==> config.mk <==
export PLATFORM = sky130hd
export DESIGN_NAME = f1_reaction_timer
export DESIGN_NICKNAME = d
export VERILOG_FILES = /design/src/rtl/f1_reaction_timer.sv
export SDC_FILE = /design/constraint.sdc
export NUM_CORES = 1
export LEC_CHECK = 0
export BUFFER_PORTS_ARGS = -buffer_cell sky130_fd_sc_hd__buf_2
export CORE_ASPECT_RATIO = 0.7
export CORE_UTILIZATION = 55
export DETAILED_ROUTE_END_ITERATION = 7
export PLACE_DENSITY = 0.89
export SETUP_SLACK_MARGIN = 0.02
export SLEW_MARGIN = 20
export SYNTH_ARGS = -nofsm -noshare
export SYNTH_HDL_FRONTEND = slang
export SYNTH_SLANG_ARGS = --single-unit
==> constraint.sdc <==
create_clock -name clk -period 2.23 [get_ports clk]
set_input_delay 0.446 -clock clk [delete_from_list [all_inputs] [get_ports clk]]
set_output_delay 0.446 -clock clk [all_outputs]
set_load 0.05 [all_outputs]
==> src/rtl/f1_reaction_timer.sv <==
// F1 start-light reaction timer: detects lights-out, counts ticks to the trigger press, flags false starts.
// Outputs decode from the state register (visible the cycle after the deciding edge); no backpressure; F1_BEST_TIME_EN adds best_time.
module f1_reaction_timer #(
  parameter int CNT_WIDTH = 16
) (
  input  logic                 clk,
  input  logic                 rst,
  input  logic [7:0]           lights_in,
  input  logic                 trigger,
  input  logic                 tick,
  output logic [CNT_WIDTH-1:0] react_time,
  output logic                 valid,
  output logic                 false_start,
  output logic                 busy
`ifdef F1_BEST_TIME_EN
  ,
  output logic [CNT_WIDTH-1:0] best_time
`endif
);

  typedef enum logic [2:0] {
    IDLE   = 3'd0,
    ARMED  = 3'd1,
    ALL_ON = 3'd2,
    TIMING = 3'd3,
    DONE   = 3'd4,
    FOUL   = 3'd5
  } state_t;

  localparam logic [CNT_WIDTH-1:0] CNT_MAX = '1;
  localparam logic [CNT_WIDTH-1:0] CNT_ONE = CNT_WIDTH'(1);

  state_t               state;
  state_t               state_nxt;
  logic [CNT_WIDTH-1:0] counter;
  logic [CNT_WIDTH-1:0] counter_nxt;
  logic                 trig_q;
  logic                 press;
  logic                 capture;

  // A held button yields exactly one press on its rising edge.
  assign press = trigger & ~trig_q;

  always_ff @(posedge clk) begin
    if (rst) begin
      state      <= IDLE;
      counter    <= '0;
      react_time <= '0;
      trig_q     <= 1'b0;
    end else begin
      state   <= state_nxt;
      counter <= counter_nxt;
      trig_q  <= trigger;
      if (capture) begin
        react_time <= counter;
      end
    end
  end

  always_comb begin
    state_nxt   = state;
    counter_nxt = counter;
    capture     = 1'b0;
    valid       = 1'b0;
    false_start = 1'b0;
    busy        = 1'b0;
    case (state)
      IDLE: begin
        if (lights_in != 8'h00) state_nxt = ARMED;
      end
      ARMED: begin
        busy = 1'b1;
        if (press)                   state_nxt = FOUL;
        else if (lights_in == 8'hFF) state_nxt = ALL_ON;
        else if (lights_in == 8'h00) state_nxt = IDLE;
      end
      ALL_ON: begin
        busy = 1'b1;
        // Press wins over a simultaneous lights-out.
        if (press) begin
          state_nxt = FOUL;
        end else if (lights_in == 8'h00) begin
          state_nxt   = TIMING;
          counter_nxt = '0;
        end
      end
      TIMING: begin
        busy = 1'b1;
        if (press) begin
          state_nxt = DONE;
          capture   = 1'b1;
        end else if (tick && (counter != CNT_MAX)) begin
          counter_nxt = counter + CNT_ONE;
        end
      end
      DONE: begin
        valid = 1'b1;
        if (lights_in != 8'h00) state_nxt = ARMED;
      end
      FOUL: begin
        false_start = 1'b1;
        if ((lights_in == 8'h00) && !trigger) state_nxt = IDLE;
      end
      default: state_nxt = IDLE;
    endcase
  end

`ifdef F1_BEST_TIME_EN
  always_ff @(posedge clk) begin
    if (rst) begin
      best_time <= '1;
    end else if (capture && (counter < best_time)) begin
      best_time <= counter;
    end
  end
`endif

endmodule

# Word-level counts from Yosys, hierarchy flattened
# Index checks and enable logic that the tools add are counted.
totals:
  ff_bits: 36
  inputBits: 12
  output_inout_bits: 19
  elab_cells: 53
classes:
  addsub: 1
  n_eq_ne: 16
  muxes: 19
  bitwise: 2
  reduce_logical: 11
ops:
  columns: ["cell", "n"]
  rows:
  - ["$mux W16", 4]
  - ["$pmux W16 S2", 1]
  - ["$mux W3", 8]
  - ["$add A16 B1 Y16 const B", 1]
  - ["$ne A16 B16 Y1 const B", 1]
  - ["$pmux W3 S5", 1]
  - ["$ne A2 B2 Y1 const B", 6]
  - ["$reduce_and A5 Y1", 2]
  - ["$eq A8 B8 Y1 const B", 1]
  - ["$logic_not A8 Y1", 1]
  - ["$reduce_bool A8 Y1", 1]
  - ["$eq A3 B2 Y1 const B", 2]
  - ["$eq A3 B3 Y1 const B", 2]
  - ["$mux W1", 5]
  - ["$ne A4 B4 Y1 const B", 1]
  - ["$eq A3 B1 Y1 const B", 1]
  - ["$logic_not A3 Y1", 1]
  - ["$ne A3 B3 Y1 const B", 1]
  - ["$reduce_or A3 Y1", 1]
  - ["$logic_and A1 B1 Y1", 2]
  - ["$ne A2 B1 Y1 const B", 1]
  - ["$reduce_bool A2 Y1", 1]
  - ["$reduce_or A2 Y1", 1]
  - ["$and A1 B1 Y1", 1]
  - ["2 further kinds", 2]

# Logic depth before layout (Yosys ltp)
# Gate-level depths: netlist of run 1.
logic_depth:
  depth_word: 5
  depth_mapped: 8
  mapped_depth_nobuf: 6

# Least setup slack after synthesis of run 1
# Ideal clock, no wire load.
synth_timing:
  path_kind: "register to register"
  start: "register counter[0]"
  end: "register counter[3]"
  setup_ps: 69
  arrival_ps: 1795
  required_ps: 2161
  setup_slack_ps: 366
  stages_incl_launch_ff: 8
  n_path_buf: 1
  synth_period_minus_slack_ps: 1864
  cell_sequence: "dfxtp_1 > ha_1 > and4_1 > and2_4 > buf_6 > a31o_4 > or4_1 > o21ai_1"
synth_via:
  elab_chain_cells: 4
  elab_cells_between_ends: 8
  cone_classes: "add/sub (1); eq/ne (2); mux (3); reduce/logical (2)"
synth_rtl:
  columns: ["element", "line_no", "rtl"]
  rows:
  - ["from (decl)", "35", "logic [CNT_WIDTH-1:0] counter;"]
  - ["from (signal assigned)", "52", "counter <= counter_nxt;"]
  - ["$add A16 B1 Y16 or $ne A16 B16 Y1 (tied branches)", "93, 92", null]
  - ["$mux W16 or $logic_and A1 B1 Y1 (tied branches)", "92", "end else if (tick && (counter != CNT_MAX)) begin"]
  - ["$mux W16 or $ne A2 B2 Y1 (tied branches)", null, null]
  - ["$pmux W16 S2 or $reduce_and A5 Y1 (tied branches)", null, null]
# Parallel ways exist; a longest one is shown, timed or not. The select of a mux whose other input is x is not followed.
# A chain may end at the register's enable or synchronous reset.

# Final worst setup path of run 1
layout_timing:
  start: "register counter[1]"
  end: "register counter[15]"
# The elaborated chain is that of the path after synthesis.

==> reports/summary.txt, run 1 <==
R2R Setup Slk: 0.36 ns
Max VDD drop: 0.0004407 V
Crit. path cell count: 7
DRT antenna net count: 0
Delay-heaviest family, CP: simple AND/OR/NAND/NOR gates
Grt ovf: 0
Clock-pin transition on the worst setup and hold timing paths: 0.07 ns
Vias in the first global route: 1543
CTS Hold Bufs: 0
Worst Path Max Fanout: 9
Reg2reg start: counter[1]
Layout area overhead: 17.19%
Initial DRC count: 204
Crit path from: counter[1]
Pins Over Slew Limit: 0
Status: finished clean
Share of cells above drive strength 1: 0.2275
CP Class: flop to flop
FF-to-FF path depth: 7
Die Span X: 69.65 um
Largest net degree at the start of global routing: 25
Synth Instances: 216
Unrepaired setup endpoints after global routing: no
Full die area: 3437 um2
Setup-failing EPs final: 0
Required time of the critical path: 2.41 ns
P_leak: 0.8099 nW
HP Class: input port to flop
DP HPWL: 2981 um
FP Rows: 16
Final core area utilization: 0.7063
Setup_tns: 0 ns
Starting Density: 0.6027
Die height: 49.35 um
Synthesis Warnings: 0
Post-synth cell types: 41
Tmin final: 1.867 ns
Slew at the pin closest to its max-slew limit: 0.6231 ns
Clock skew: 0.007878 ns
Slowest stage delay, CP: 0.39 ns
Crit-path cells: ha_1 -> and4_1 -> and2_4 -> a311oi_4 -> buf_4 -> and3_1 -> a221o_1
Vias per cell: 6.041
Initial antenna violation count: 0
Clock Tree Root: clkbuf_8
Num Clock Sinks: 36
Number of hold violations in the final report: 0
Max_cap viols: 0
CTS Buf Count: 5
Wire per inst: 14.44 um
Final Net Count: 268
Crit-path slowest cell: dfxtp_1
Total setup buffers inserted after CTS: 0
Global Route Usage Sum: 0.2641
Worst slew margin: 0.5846
Final Wtd Congestion: 0.8686
Cts repair resizes: 0
Worst skew pair latency: 0.29 ns
Setup crit start kind: flop
# DRC: 0
Syn nets: 229
Ant diodes: 0
Setup crit end: counter[15]
Final period util: 0.8372
Crit. End Element: flop
Most frequent cells in the layout: 41 x nand2_1, 36 x dfxtp_1, 30 x buf_2
#FFs+latches synth: 36
Post-synthesis sequential area ratio: 0.4091
Fin Hold WS: 0.4031 ns
CP bufs+invs: 1
Num ports: 31
Commonest non-fill, non-tap cell in the layout: nand2_1
Via Count: 1758
CP Data Arrival Time: 2.05 ns
Post-synthesis cell area: 1762 um2
CORE AREA: 2923 um2
CTS tree: yes
CTS max path bufs: 2
TritonRoute pass-1 iters: 5
H-tree depth: 2
Pwr dens: 567.2 nW/um2
PortBufs: 30
Global-route wire length before repair: 7086 um
Final WL: 4202 um
Mapped Avg Cell Area: 8.156 um2
Max Fclk: 535.6 MHz
FF-to-FF End: counter[15]
cell usage after synthesis:
| cell | instances | area share |
|---|---|---|
| xor2_1 | 1 | 0.0050 |
| o211ai_1 | 3 | 0.013 |
| nor3_1 | 4 | 0.011 |
| a221o_1 | 2 | 0.011 |
| and3_1 | 4 | 0.014 |
| a41oi_1 | 2 | 0.0099 |
| and3b_2 | 1 | 0.0057 |
| a31oi_1 | 6 | 0.021 |
| and4_4 | 2 | 0.013 |
| inv_1 | 4 | 0.0085 |
| nand3_1 | 11 | 0.031 |
| nor3b_2 | 1 | 0.0071 |
| nand3b_1 | 4 | 0.017 |
| nor2b_1 | 3 | 0.011 |
| and2_4 | 1 | 0.0050 |
| o21ai_1 | 1 | 0.0028 |
| a222oi_1 | 1 | 0.0057 |
| and4_1 | 1 | 0.0050 |
| buf_2 | 3 | 0.0085 |
| clkbuf_1 | 5 | 0.011 |
| a311oi_4 | 1 | 0.015 |
| buf_6 | 3 | 0.019 |
| and2_1 | 3 | 0.011 |
| nand2b_1 | 8 | 0.028 |
| nand2_1 | 41 | 0.087 |
| a2111o_1 | 1 | 0.0064 |
| nand3_2 | 1 | 0.0057 |
| ha_1 | 1 | 0.0071 |
| nand4_1 | 5 | 0.018 |
| a21bo_2 | 1 | 0.0057 |
| dfxtp_1 | 36 | 0.41 |
| or4b_1 | 1 | 0.0057 |
| a22oi_1 | 1 | 0.0043 |
| a21oi_1 | 25 | 0.071 |
| o21ai_0 | 7 | 0.020 |
| xnor2_1 | 1 | 0.0050 |
| or4_1 | 1 | 0.0043 |
| a22o_1 | 3 | 0.015 |
| nor2_1 | 12 | 0.026 |
| a31o_4 | 1 | 0.0099 |
| nor4_1 | 3 | 0.011 |
registers in the layout, indices dropped and copies added, names as in the netlist:
name,cells
trig_q,1
counter,16
state,3
react_time,16
metrics by stage:
stage / cells / total power, mW / worst slack [ns] / cell area [um2]
finish: 291 / 1.171 / 0.3630 / 2064
global route: 291 / 1.212 / 0.2753 / 2064
CTS: 291 / 1.174 / 0.3702 / 2064
detailed placement: 284 / 0.7511 / 0.2079 / 1987
global placement: 284 / 0.7468 / 0.3124 / 1987
floorplan: 216 / 0.7215 / 0.3663 / 1762
where the power goes:
group	internal [mW]	leakage, nW	switching, mW
registers	0.647	0.290	0.00574
logic	0.0305	0.478	0.0542
clock network	0.212	0.0410	0.221
total	0.890	0.810	0.281
worst min path at each step:
stage,from,endpoint,slack [ns],cells after the start
2_1_floorplan,counter[13],react_time[13],0.46,2
6_report,rst,counter[0],0.40,2
4_1_cts,rst,counter[0],0.40,2
5_1_grt,rst,counter[0],0.41,2
3_5_place_dp,react_time[9],react_time[9],0.45,2
3_3_place_gp,react_time[3],react_time[3],0.44,2
final cells by class:
| type | count | area [um2] |
|---|---|---|
| clock inverter | 1 | 5.005 |
| fill | 239 | 858.3 |
| inverter | 4 | 15.01 |
| tap | 36 | 45.04 |
| multi-input combinational | 165 | 958.4 |
| timing repair buffer | 43 | 247.7 |
| sequential | 36 | 720.7 |
| clock buffer | 6 | 72.57 |
worst register-to-register path, cell delays in order, from the launching register on:
cell      delay (ns)
dfxtp_1         0.39
ha_1            0.19
and4_1          0.24
and2_4          0.20
a311oi_4        0.12
buf_4           0.20
and3_1          0.16
a221o_1         0.25
layer usage:
metal	track usage	routed length [um]	up-vias
met3	0.05992	303	12
met2	0.3932	1886	75
met5	0	0	-
li1	-	-	852
met1	0.3590	1924	819
met4	0.1367	89	0
cells by family (layout without fill, tap and decap cells):
group / count (synthesis) / after routing / synth area share
simple gates: 107 / 107 / 0.3161
compound gates: 55 / 55 / 0.2109
flops: 36 / 36 / 0.4091
buf+inv: 15 / 54 / 0.04687
xor+xnor: 2 / 2 / 0.009945
fa+ha+maj: 1 / 1 / 0.007101
No activity file was read; power rests on OpenSTA's default activity.
==> run 2, diff against run 1 <==
CORE_UTILIZATION = 49   (was 55)
PLACE_DENSITY = 0.84   (was 0.89)
clock period = 1.7 ns   (was 2.23 ns; I/O delays follow)
==> run 2 against run 1 <==
- wire length rose by 9.1%
- final area rose by 14%
- die area increased by 12%
- largest cell class unchanged
- the flow now finishes with violations (negative setup slack)
- critical endpoint is now counter[8]
==> reports/summary.txt, run 2 (synthesis gave the netlist of run 1 again) <==
Status: complete, but fails checks (was finished clean)
Failing checks: negative setup slack
Setup_tns: -0.02033 ns (was 0 ns)
CP bufs+invs: 2 (was 1)
Commonest non-fill, non-tap cell in the layout: nand2_1 (unchanged)
Fin cells: 328 (was 291)
Final Wtd Congestion: 0.8247 (was 0.8686)
Max VDD drop: 0.0005413 V (was 0.0004407 V)
Most frequent cells in the layout: 41 x nand2_1, 38 x buf_4, 33 x dfxtp_1 (was 41 x nand2_1, 36 x dfxtp_1, 30 x buf_2)
CTS Hold Bufs: 0 (unchanged)
Final Net Count: 293 (was 268)
GR Util met2: 0.4266 (was 0.3932)
Reg2reg start: counter[0] (was counter[1])
Crit-path slowest cell: dfxtp_2 (was dfxtp_1)
CORE AREA: 3276 um2 (was 2923 um2)
Share of cells above drive strength 1: 0.3416 (was 0.2275)
Pre-CTS setup slack: -0.06579 ns (was 0.2079 ns)
Clock Tree Root: clkbuf_8 (unchanged)
Crit-path cells: ha_4 -> and4_4 -> and2_4 -> a311oi_4 -> buf_6 -> buf_4 -> a221o_1 (was ha_1 -> and4_1 -> and2_4 -> a311oi_4 -> buf_4 -> and3_1 -> a221o_1)
Global Route Usage Sum: 0.2478 (was 0.2641)
CTS max path bufs: 2 (unchanged)
Num ports: 31 (unchanged)
Slew at the pin closest to its max-slew limit: 0.3213 ns (was 0.6231 ns)
Num Clock Sinks: 36 (unchanged)
Starting Density: 0.5378 (was 0.6027)
Final WL: 4586 um (was 4202 um)
Worst slew margin: 0.7838 (was 0.5846)
Dpl cells: 318 (was 284)
Initial DRC count: 154 (was 204)
Final period util: 1.012 (was 0.8372)
Biggest regs: counter: 16 flops, react_time: 16 flops, state: 3 flops (unchanged)
Largest net degree at the start of global routing: 29 (was 25)
Delay-heaviest family, CP: simple AND/OR/NAND/NOR gates (unchanged)
Design area: 2355 um2 (was 2064 um2)
PnR worst setup slack: -0.02033 ns (was 0.3630 ns)
Worst skew pair latency: 0.29 ns (about the same)
Layout area overhead: 33.66% (was 17.19%)
Wire per inst: 13.98 um (was 14.44 um)
Global-route wire length before repair: 7189 um (was 7086 um)
Number of hold violations in the final report: 0 (unchanged)
Pins Over Slew Limit: 0 (unchanged)
Setup crit start kind: flop (unchanged)
Vias per cell: 5.616 (was 6.041)
Layer with the highest usage: met2 (unchanged)
Filler cell count: 283 (was 239)
Die Span X: 73.67 um (was 69.65 um)
Max_cap viols: 0 (unchanged)
TritonRoute pass-1 iters: 4 (was 5)
Clock-pin transition on the worst setup and hold timing paths: 0.07 ns (about the same)
HP Class: input port to flop (unchanged)
Crit path from: counter[0] (was counter[1])
Slowest stage delay, CP: 0.35 ns (was 0.39 ns)
FP Rows: 17 (was 16)
CTS tree: yes (unchanged)
H-tree depth: 2 (unchanged)
DRT antenna net count: 0 (unchanged)
Clock skew: 0.004379 ns (was 0.007878 ns)
# DRC: 0 (unchanged)
CP Data Arrival Time: 1.90 ns (was 2.05 ns)
Full die area: 3843 um2 (was 3437 um2)
PortBufs: 30 (unchanged)
Global Route met1 Usage: 0.3110 (was 0.3590)
FF-to-FF path depth: 7 (unchanged)
Ant diodes: 0 (unchanged)
Unrepaired setup endpoints after global routing: yes (was no)
Dpl cell area: 2212 um2 (was 1987 um2)
P_leak: 0.9572 nW (was 0.8099 nW)
Setup-failing EPs final: 1 (was 0)
Hold Crit Start: trigger (was rst)
Initial antenna violation count: 0 (unchanged)
Hold Path Stages: 2 (unchanged)
R2R Setup Slk: -0.02 ns (was 0.36 ns)
Vias in the first global route: 1686 (was 1543)
Required time of the critical path: 1.88 ns (was 2.41 ns)
Worst Path Max Fanout: 4 (was 9)
Crit. End Element: flop (unchanged)
Max Fclk: 581.3 MHz (was 535.6 MHz)
Pwr dens: 687.3 nW/um2 (was 567.2 nW/um2)
Hold path endpoint: trig_q (was counter[0])
Via Count: 1842 (was 1758)
DP HPWL: 3278 um (was 2981 um)
Grt ovf: 0 (unchanged)
Die height: 52.17 um (was 49.35 um)
CTS Buf Count: 5 (unchanged)
Tmin final: 1.720 ns (was 1.867 ns)
CP Class: flop to flop (unchanged)
FF-to-FF End: counter[8] (was counter[15])
Met3 global-route usage: 0.04651 (was 0.05992)
Fin Hold WS: 0.3215 ns (was 0.4031 ns)
run 2: changes by cell type in the layout (fill, tap and decap cells not counted), moves of 2 or more:
cell,delta
buf_4,+25
buf_2,-2
dfxtp_1,-3
o21ai_1,+2
nor2_1,-2
dfxtp_2,+3
nor2_2,+2
a21oi_2,+2
o21ai_0,-2
a21oi_1,-2
run 2: worst reg2reg max path, cell delays in order, from the launching register on:
cell and delay, ns:
dfxtp_2 0.35, ha_4 0.14, and4_4 0.23, and2_4 0.18
a311oi_4 0.12, buf_6 0.17, buf_4 0.14, a221o_1 0.28
run 2: timing repair:
action,in CTS,in global routing
hold endpoints to repair,0,0
gates resized for setup,2,10
buffers inserted,2,0
endpoints found under the setup margin,12,18
pin swaps,3,4
run 2: metal layers:
metal,wire length (um),part of all wire
met2,2197,0.48
met1,2152,0.47
met4,40,0.0087
met5,0,0
met3,195,0.043
run 2: worst max-delay path by stage:
stage                              to  slack, ns  cells past startpoint
after floorplan            counter[3]      -0.05                      7
after global placement     counter[8]      -0.04                      6
after detailed placement  counter[15]      -0.07                      6
after CTS                  counter[4]      -0.02                      7
after global routing       counter[4]      -0.08                      7
final                      counter[8]      -0.02                      7
run 2: report_power, final:
group | total [mW] | switching [mW] | internal [mW]
Clock | 0.625 | 0.302 | 0.323
Sequential | 0.853 | 0.00430 | 0.849
Combinational | 0.140 | 0.0807 | 0.0596
run 2: cell type report:
class | count | area, um2 | share of cell area
clock buffers | 6 | 82.58 | 0.03507
inverters | 4 | 15.01 | 0.006376
well taps | 47 | 58.81 | 0.02497
multi-input cells | 165 | 1007 | 0.4277
repair buffers | 68 | 456.7 | 0.1939
flip-flops and latches | 36 | 724.4 | 0.3077
clock inverters | 2 | 10.01 | 0.004251
run 2: metrics by stage:
stage / total power, mW / utilization
2_1_floorplan: 0.9465 / -
6_report: 1.618 / 0.7189
3_5_place_dp: 1.006 / 0.6753
3_3_place_gp: 1.001 / 0.6753
5_1_grt: 1.670 / 0.7189
4_1_cts: 1.617 / 0.7101
==> run 3, diff against run 2 <==
ABC_AREA = 1   (was default)
CORE_UTILIZATION = 50   (was 49)
PLACE_DENSITY = 0.85   (was 0.84)
==> run 3 against run 2 <==
- the run now ends clean
- core utilization fell by 6.0 points
- synthesized area rose by 8.7%
- flip-flop and latch count stayed put
- final area rose by 0.21%
- worst hold slack worse by 0.046 ns
- critical endpoint is now valid
- largest power group unchanged
==> reports/summary.txt, run 3 <==
Required time of the critical path: 1.36 ns (was 1.88 ns)
Switch share: 0.3695 (was 0.2391)
Num ports: 31 (unchanged)
Total setup buffers inserted after CTS: 0 (was 2)
Worst Path Max Fanout: 6 (was 4)
Setup_tns: 0 ns (was -0.02033 ns)
Gate power share: 0.305 (was 0.087)
Tmin final: 1.619 ns (was 1.720 ns)
Mapped Avg Cell Area: 6.467 um2 (was 8.156 um2)
Starting Density: 0.5346 (was 0.5378)
Full die area: 4084 um2 (was 3843 um2)
NetSw: 0.9130 mW (was 0.3869 mW)
Final WL: 5041 um (was 4586 um)
Int Pwr: 1.558 mW (was 1.231 mW)
Vias in the first global route: 1758 (was 1686)
Most frequent cells in the layout: 70 x nand2_1, 50 x nor2_1, 35 x dfxtp_1 (was 41 x nand2_1, 38 x buf_4, 33 x dfxtp_1)
Filler cell count: 308 (was 283)
Num Clock Sinks: 36 (unchanged)
Commonest non-fill, non-tap cell in the layout: nand2_1 (unchanged)
Max VDD drop: 0.0007034 V (was 0.0005413 V)
CORE AREA: 3581 um2 (was 3276 um2)
Via Count: 2108 (was 1842)
Worst skew pair latency: 0.30 ns (was 0.29 ns)
Total power: 2.471 mW (was 1.618 mW)
Slew at the pin closest to its max-slew limit: 0.2928 ns (was 0.3213 ns)
H-tree depth: 2 (unchanged)
Max Fclk: 617.6 MHz (was 581.3 MHz)
Worst slew margin: 0.8041 (was 0.7838)
Largest cells by area after synthesis: dfxtp_1 38%, nand2_1 14%, nor2_1 9.8%, nand3_1 7.6%, o21ai_0 7.3% (was dfxtp_1 41%, nand2_1 8.7%, a21oi_1 7.1%, nand3_1 3.1%, nand2b_1 2.8%)
# DRC: 0 (unchanged)
Post-synthesis sequential area ratio: 0.3765 (was 0.4091)
Pins Over Slew Limit: 0 (unchanged)
Largest net degree at the start of global routing: 28 (was 29)
Grt ovf: 0 (unchanged)
P_leak: 0.9980 nW (was 0.9572 nW)
Post-synth cell types: 25 (was 41)
Clock network fraction of total power: 0.306 (was 0.386)
TritonRoute pass-1 iters: 5 (was 4)
Design area: 2360 um2 (was 2355 um2)
Clock skew: 0.009730 ns (was 0.004379 ns)
Cell taking the most area after synthesis: dfxtp_1 (unchanged)
Final Net Count: 355 (was 293)
Setup-failing EPs final: 0 (was 1)
Unrepaired setup endpoints after global routing: yes (unchanged)
#FFs+latches synth: 36 (unchanged)
Number of enable flip-flop cells after synthesis: 0 (unchanged)
Clock Tree Root: clkbuf_8 (unchanged)
Pwr dens: 1047 nW/um2 (was 687.3 nW/um2)
CTS max path bufs: 2 (unchanged)
Most used DFF post-synth: dfxtp_1 (unchanged)
Dpl cell area: 2228 um2 (was 2212 um2)
Syn nets: 309 (was 229)
Biggest regs: counter: 16 flops, react_time: 16 flops, state: 3 flops (unchanged)
Layout area overhead: 23.27% (was 33.66%)
FP Rows: 18 (was 17)
Synth Instances: 296 (was 216)
Setup crit start kind: flop (unchanged)
Status: finished clean (was complete, but fails checks)
Initial antenna violation count: 0 (unchanged)
Vias per cell: 5.364 (was 5.616)
Async set-reset flop share out of synthesis: 0 (unchanged)
Crit. End Element: output pin (was flop)
HP Class: input port to flop (unchanged)
Global-route wire length before repair: 8280 um (was 7189 um)
Yosys top cell area share: 0.3765 (was 0.4091)
CTS Buf Count: 5 (unchanged)
Ant diodes: 0 (unchanged)
Synthesis Warnings: 0 (unchanged)
Final period util: 0.9524 (was 1.012)
Die height: 53.77 um (was 52.17 um)
Post-synthesis cell area: 1914 um2 (was 1762 um2)
Most frequent cells after synthesis: 70 x nand2_1, 50 x nor2_1, 36 x dfxtp_1, 29 x nand3_1, 28 x o21ai_0 (was 41 x nand2_1, 36 x dfxtp_1, 25 x a21oi_1, 12 x nor2_1, 11 x nand3_1)
Final core area utilization: 0.6590 (was 0.7189)
Initial DRC count: 264 (was 154)
Sequential share of power: 0.389 (was 0.527)
Share of cells above drive strength 1: 0.2274 (was 0.3416)
CP Class: flop to output pin (was flop to flop)
Wire per inst: 12.83 um (was 13.98 um)
CP Data Arrival Time: 1.28 ns (was 1.90 ns)
Die Span X: 75.96 um (was 73.67 um)
Number of hold violations in the final report: 0 (unchanged)
Final Wtd Congestion: 0.9347 (was 0.8247)
DP HPWL: 3605 um (was 3278 um)
Max_cap viols: 0 (unchanged)
Count leader, synth: nand2_1 (unchanged)
Global Route Usage Sum: 0.2670 (was 0.2478)
DRT antenna net count: 0 (unchanged)
Clock-pin transition on the worst setup and hold timing paths: 0.07 ns (about the same)
CTS tree: yes (unchanged)
PortBufs: 30 (unchanged)
-- run 3: what timing repair did --
item	in CTS	in global routing
hold buffers	0	0
setup endpoints to repair	1	12
gates resized for setup	2	6
-- run 3: through the flow --
step / std cells / setup WS [ns] / hold WS (ns)
3_3_place_gp: 385 / 0.1884 / 0.4835
6_report: 393 / 0.08094 / 0.2753
2_1_floorplan: 296 / 0.07855 / 0.4091
4_1_cts: 393 / 0.02745 / 0.2723
3_5_place_dp: 385 / 0.1739 / 0.4915
5_1_grt: 393 / 0.007562 / 0.2717
-- run 3: worst max-delay path, cell delays in order (launching register included) --
cell and delay (ns):
dfxtp_1 0.37, inv_2 0.09, buf_4 0.15, nor3_2 0.09, buf_2 0.28
-- run 3: logic make-up after synthesis --
logic type / after synthesis / share of synthesized area
buf+inv: 36 / 0.08496
flops: 36 / 0.3765
fa+ha+maj: 1 / 0.006535
simple gates: 168 / 0.3817
compound gates: 54 / 0.1458
xor+xnor: 1 / 0.004576
-- run 3: final cells by class --
cell class / instances / area, um2 / share of cell area
Sequential cell: 36 / 721.9 / 0.3059
Clock buffer: 6 / 72.57 / 0.03075
Multi-Input combinational cell: 224 / 1061 / 0.4496
Clock inverter: 2 / 35.03 / 0.01485
Timing Repair Buffer: 51 / 316.6 / 0.1341
Tap cell: 50 / 62.56 / 0.02651
Inverter: 24 / 90.09 / 0.03818
-- run 3: final timing paths --
path	from	end	slack [ns]	cells past startpoint
worst max-delay path	state[2]	valid	0.08	4
worst min-delay path	trigger	trig_q	0.28	3
worst max register to register	counter[0]	counter[2]	0.08	9
worst min register to register	counter[8]	counter[8]	0.51	2
-- run 3: power by group through the flow --
stage / clock network [mW] / registers (mW) / logic, mW
4_1_cts: 0.764 / 0.957 / 0.733
5_1_grt: 0.803 / 0.971 / 0.829
6_report: 0.756 / 0.962 / 0.753
2_1_floorplan: 0 / 1.05 / 0.490
3_5_place_dp: 0 / 0.975 / 0.724
3_3_place_gp: 0 / 0.973 / 0.714
-- run 3: routing by layer --
layer | wire (um) | track usage | vias up
met5 | 0 | 0 | -
met4 | 95 | 0.08654 | 0
met3 | 443 | 0.07627 | 14
met2 | 2033 | 0.3985 | 105
met1 | 2469 | 0.3741 | 930
li1 | - | - | 1059
